**src/rtl/ring_counter_scanner_pkg.sv**
```systemverilog
// rtl/ring_counter_scanner_pkg.sv - slot constants and helpers shared by the scanner and mux-side checks
package ring_counter_scanner_pkg;

  localparam logic [3:0] SLOT_0 = 4'b0001;
  localparam logic [3:0] SLOT_1 = 4'b0010;
  localparam logic [3:0] SLOT_2 = 4'b0100;
  localparam logic [3:0] SLOT_3 = 4'b1000;

  function automatic int cnt_width(input int divider);
    return (divider <= 2) ? 1 : $clog2(divider);
  endfunction

  function automatic logic is_onehot4(input logic [3:0] v);
    return $onehot(v);
  endfunction

endpackage

```
**src/rtl/ring_counter_scanner_if.sv**
```systemverilog
// rtl/ring_counter_scanner_if.sv - enable in, slot select / index / frame strobe out
interface ring_counter_scanner_if;
  logic       enable;
  logic [3:0] ring_counter;
  logic [1:0] index;
  logic       frame_done;

  modport master (output enable, input ring_counter, index, frame_done);
  modport slave  (input enable, output ring_counter, index, frame_done);
endinterface

```
**src/rtl/ring_counter_scanner_prescaler.sv**
```systemverilog
// rtl/ring_counter_scanner_prescaler.sv - per-slot cycle counter producing the slot tick and guard flag
module ring_counter_scanner_prescaler
  import ring_counter_scanner_pkg::*;
#(
  parameter int DIVIDER = 4,
  parameter int GUARD   = 1
) (
  input  logic clock,
  input  logic reset,
  input  logic enable,
  output logic tick,
  output logic in_guard
);

  localparam int W = cnt_width(DIVIDER);

  logic [W-1:0] cnt_q, cnt_d;
  logic         last_cycle;

  assign last_cycle = (cnt_q == W'(DIVIDER - 1));
  assign tick       = enable && last_cycle;

  always_comb begin
    cnt_d = cnt_q;
    if (enable) cnt_d = last_cycle ? '0 : cnt_q + W'(1);
  end

  always_ff @(posedge clock or posedge reset) begin
    if (reset) cnt_q <= '0;
    else       cnt_q <= cnt_d;
  end

  // With no guard the compare would be constant-false, so tie it off explicitly.
  generate
    if (GUARD == 0) begin : g_no_guard
      assign in_guard = 1'b0;
    end else begin : g_guard
      assign in_guard = (cnt_q < W'(GUARD));
    end
  endgenerate

endmodule

```
**src/rtl/ring_counter_scanner.sv**
```systemverilog
// rtl/ring_counter_scanner.sv - one-hot slot rotation with guard blanking, slot index and frame strobe
module ring_counter_scanner
  import ring_counter_scanner_pkg::*;
#(
  parameter int DIVIDER = 4,
  parameter int GUARD   = 1
) (
  input  logic                  clock,
  input  logic                  reset,
  ring_counter_scanner_if.slave bus
);

  logic [3:0] pos_q, pos_d;
  logic       tick, in_guard, pos_ok;
  logic [1:0] idx;

  ring_counter_scanner_prescaler #(.DIVIDER(DIVIDER), .GUARD(GUARD)) u_prescaler (
    .clock    (clock),
    .reset    (reset),
    .enable   (bus.enable),
    .tick     (tick),
    .in_guard (in_guard)
  );

  assign pos_ok = is_onehot4(pos_q);

  // A corrupted ring is replaced by slot 0 at the next slot boundary rather than rotated.
  always_comb begin
    pos_d = pos_q;
    if (tick) pos_d = pos_ok ? {pos_q[2:0], pos_q[3]} : SLOT_0;
  end

  always_ff @(posedge clock or posedge reset) begin
    if (reset)           pos_q <= SLOT_0;
    else if (bus.enable) pos_q <= pos_d;
  end

  always_comb begin
    idx = 2'd0;
    case (pos_q)
      SLOT_0:  idx = 2'd0;
      SLOT_1:  idx = 2'd1;
      SLOT_2:  idx = 2'd2;
      SLOT_3:  idx = 2'd3;
      default: idx = 2'd0;
    endcase
  end

  assign bus.ring_counter = (bus.enable && pos_ok && !in_guard) ? pos_q : 4'b0000;
  assign bus.index        = idx;
  assign bus.frame_done   = tick && (pos_q == SLOT_3);

  always_ff @(posedge clock) begin
    if (!reset) assert (bus.ring_counter == 4'b0000 || is_onehot4(bus.ring_counter));
  end

endmodule

```
**src/flat_wrapper.sv**
```systemverilog
// flat-port wrapper written by rule: the top's interface ports become plain ports
module ring_counter_scanner_flat import ring_counter_scanner_pkg::*;
#(
  parameter int DIVIDER = 4,
  parameter int GUARD   = 1
)
  (clock, reset, bus_enable, bus_ring_counter, bus_index, bus_frame_done);
  ring_counter_scanner_if bus_i ();
  input  logic clock;
  input  logic reset;
  input wire logic [$bits(bus_i.enable)-1:0] bus_enable;
  output wire logic [$bits(bus_i.ring_counter)-1:0] bus_ring_counter;
  output wire logic [$bits(bus_i.index)-1:0] bus_index;
  output wire logic [$bits(bus_i.frame_done)-1:0] bus_frame_done;
  assign bus_i.enable = bus_enable;
  assign bus_ring_counter = bus_i.ring_counter;
  assign bus_index = bus_i.index;
  assign bus_frame_done = bus_i.frame_done;
  ring_counter_scanner #(.DIVIDER(DIVIDER), .GUARD(GUARD)) u_core (.clock(clock), .reset(reset), .bus(bus_i));
endmodule
```
**config.mk**
```make
export PLATFORM = sky130hd
export DESIGN_NAME = ring_counter_scanner_flat
export DESIGN_NICKNAME = d
export VERILOG_FILES = /design/src/rtl/ring_counter_scanner_pkg.sv /design/src/rtl/ring_counter_scanner_if.sv /design/src/rtl/ring_counter_scanner_prescaler.sv /design/src/rtl/ring_counter_scanner.sv /design/src/flat_wrapper.sv
export SDC_FILE = /design/constraint.sdc
export NUM_CORES = 1
export LEC_CHECK = 0
export ABC_AREA = 1
export BUFFER_PORTS_ARGS = -buffer_cell sky130_fd_sc_hd__buf_2
export CAP_MARGIN = 5
export CORE_AREA = 5 5 42 44
export DETAILED_ROUTE_END_ITERATION = 8
export DIE_AREA = 0 0 47 49
export PLACE_DENSITY = 0.56
export SYNTH_ARGS = -nofsm -noshare
export SYNTH_HDL_FRONTEND = slang
export SYNTH_SLANG_ARGS = --single-unit
```
**constraint.sdc**
```tcl
create_clock -name clock -period 3.1 [get_ports clock]
set_input_delay 0.155 -clock clock [delete_from_list [all_inputs] [get_ports clock]]
set_output_delay 0.155 -clock clock [all_outputs]
set_load 0.02 [all_outputs]
```
==> impl_results.md <==
* Placed cell areas at between 500 and 600 µm²
* Row count at 14
* Worst Path Required at between 2 and 3 ns
* Synth top area share at 0.244
* Worst Path Max Fanout at 8
* Vias in the first global route at approximately 330
* Total track usage at 0.0908
* Worst VDD drop at between 0.4 and 0.5 mV
* Vias per cell at roughly 4.6
* Cell accounting for the most synthesized area: dfrtp_1
* Setup tns final at 0 ns
* Worst-Skew Late Latency at about 0.24 ns
* Worst Setup SP: u_core.pos_q[0]$_DFFE_PP1P_
* Clock buffer depth at 2
* Final setup viols at 0
* Max Cap Viol at 0
* Die Area at between 0.002 and 0.0025 mm²
* Final Instance Area at ~600 µm²
* Status: finished clean
* TritonCTS buffer count at 3
* Total gr overflow at 0
* Data arrival time of the critical path at roughly 2.4 ns
* Routing usage on met1 at 0.115
* Period utilization at 0.815
* Synthesized flop and latch total at 6
* Area of the multi-input gates at roughly 310 µm²
* Layout Skew at roughly 0.006 ns
* Post-CTS Setup Bufs at 0
* Routed wire length at ~910 µm
* Synth unique cells at 15
* Crit path time final at about 2.5 ns
* First-pass GRT wire length at 1450 µm
* Mapped cell area at between 500 and 600 µm²
* DR WL/cell at 10.4 µm
* Worst R2R End: u_core.pos_q[0]$_DFFE_PP1P_
* Final estimated routing congestion in global placement at 0.751
* Top post-synthesis cells by area: dfrtp_1, ha_1, nand2_1
* Share of layout cells above drive strength 1 at 0.264
* Reg area at approximately 150 µm²
* Measured slew at the worst slew-check pin at 0.236 ns
* Nets at a little under 90
* Seq/Total Area, Yosys at 0.295
* Post-synthesis net count at 73
* Critical path endpoint: bus_ring_counter[1]
* Io pins at 10
* Root Driver: clkbuf_4
* Input/output buffers at 9
* Chip width at around 47 µm
* Core area at 0.00140 mm²
* Worst slew margin at 0.843
* Crit. End Element: output port
* PwrDens at 851 mW/mm²
* CTS sink cnt at 6
* Crit Path Class: reg2out
* Synthesized netlist cell count at 59
* Grt peak-use layer: met2
* DRC Markers at 0
* M3 GR Usage at 0.0221
* Number of DRC markers in iteration 0 at 6
* Max Slew Vio Count at 0
* R2R setup slack at between 1 and 1.5 ns
* Setup crit start kind: flop
* Final core occ at 0.430
* Initial antenna violation count at 0
* TritonCTS clock tree: done
* CTS H-Tree Depth at 1
* Largest net degree at the start of global routing at 12
* Post-synthesis average cell area at 8.69 µm²
* Drt pass-1 iters at 4
* Unrepaired setup endpoints after global routing: no
* Area growth syn-to-layout at 17.6%
* Initial core utilization at 0.366
* Post-route ant nets at 0
* N_diodes at 0
* Final HPWL from detailed placement at 769 µm
* GR Util met2 at 0.120
* Reg-to-reg startpoint: u_core.pos_q[0]$_DFFE_PP1P_
* Die H at 49 µm
* Final Hold Fails at 0
* R2R depth at 8
* Worst-path clk slew at 0.05 ns
* YS warnings at 0
* Fill cell count at roughly 150
* F_max at 396 MHz
* Leakage power at about 0.32 nW
* Hold crit path type: in2reg
* Vias at roughly 400
## cell type report
class / count / share of cell area
inverters: 10 / 0.0622
multi-input cells: 42 / 0.519
clock buffers: 4 / 0.0436
flip-flops and latches: 6 / 0.251
repair buffers: 10 / 0.0913
well taps: 16 / 0.0332
## placed cells by master, fill, tap and decap left out, drive strengths merged, types with 4 or more instances in the layout
cell type / n
dfrtp: 5
nor3: 4
inv: 10
nand3: 5
buf: 9
ha: 10
nor2: 4
clkbuf: 4
o21ai: 5
nand2: 12
## flip-flops by register name, summed over array words and instances (netlist names)
name and cells:
u_core.pos_q 4, u_core.u_prescaler.cnt_q 2
## where the power goes
part	internal (mW)	switching [mW]	leakage, nW	total, mW
Sequential	0.113	0.0292	0.0755	0.142
Clock	0.0487	0.0278	0.0150	0.0765
Combinational	0.0968	0.197	0.230	0.294
## worst min-delay path by stage
stage               startpoint                           to  slack, ns  depth (start not counted)
finish              bus_enable  u_core.pos_q[3]$_DFFE_PP0P_       0.28                          3
global route        bus_enable  u_core.pos_q[3]$_DFFE_PP0P_       0.27                          3
CTS                 bus_enable  u_core.pos_q[3]$_DFFE_PP0P_       0.27                          3
detailed placement       reset  u_core.pos_q[1]$_DFFE_PP0P_       0.08                          2
global placement         reset  u_core.pos_q[1]$_DFFE_PP0P_       0.08                          2
floorplan                reset  u_core.pos_q[1]$_DFFE_PP0P_      -0.05                          1
## critical path, cell delays in order, from the launching register on
cell	delay [ns]
dfstp_2	0.55
inv_1	0.08
ha_1	0.30
ha_1	0.19
fa_1	0.43
inv_1	0.08
nand3_2	0.17
nor3_2	0.15
buf_2	0.18
## metal layers
metal / vias to the layer above / part of all wire
met5: - / 0
li1: 214 / -
met1: 172 / 0.47
met2: 11 / 0.42
met3: 4 / 0.072
met4: 0 / 0.030
## cells in the mapped netlist
cell     instances
nor2_1           4
nand3_1          4
ha_1            10
dfrtp_1          5
fa_1             1
dfstp_2          1
nand2_1         11
nor3_2           4
o21ai_1          3
buf_6            1
nand2_4          1
nand3_2          1
inv_1           10
o21ai_0          2
a21oi_1          1
## per-stage QoR
stage / setup slack, ns / instances / hold WS (ns) / total power [mW]
after CTS: 0.543 / 88 / 0.266 / 0.526
after global routing: 0.435 / 88 / 0.270 / 0.564
after detailed placement: 0.827 / 83 / 0.0800 / 0.443
after global placement: 0.845 / 83 / 0.0774 / 0.436
after floorplan: 0.928 / 59 / -0.0548 / 0.372
final: 0.574 / 88 / 0.279 / 0.513
## what timing repair did
action	in CTS	in global routing
hold buffers	1	0
endpoints found under the hold margin	5	0
gates resized for setup	0	0
## logic make-up (layout without fill, tap and decap cells)
logic type                 after synthesis  count (layout)  synth area share
buffers and inverters                   11              24            0.0951
DFF                                      6               6             0.295
AOI/OAI and AO/OA                        6               6            0.0585
and+or+nand+nor                         25              25             0.268
adders and majority gates               11              11             0.283
(Power assumes the default switching activity.)
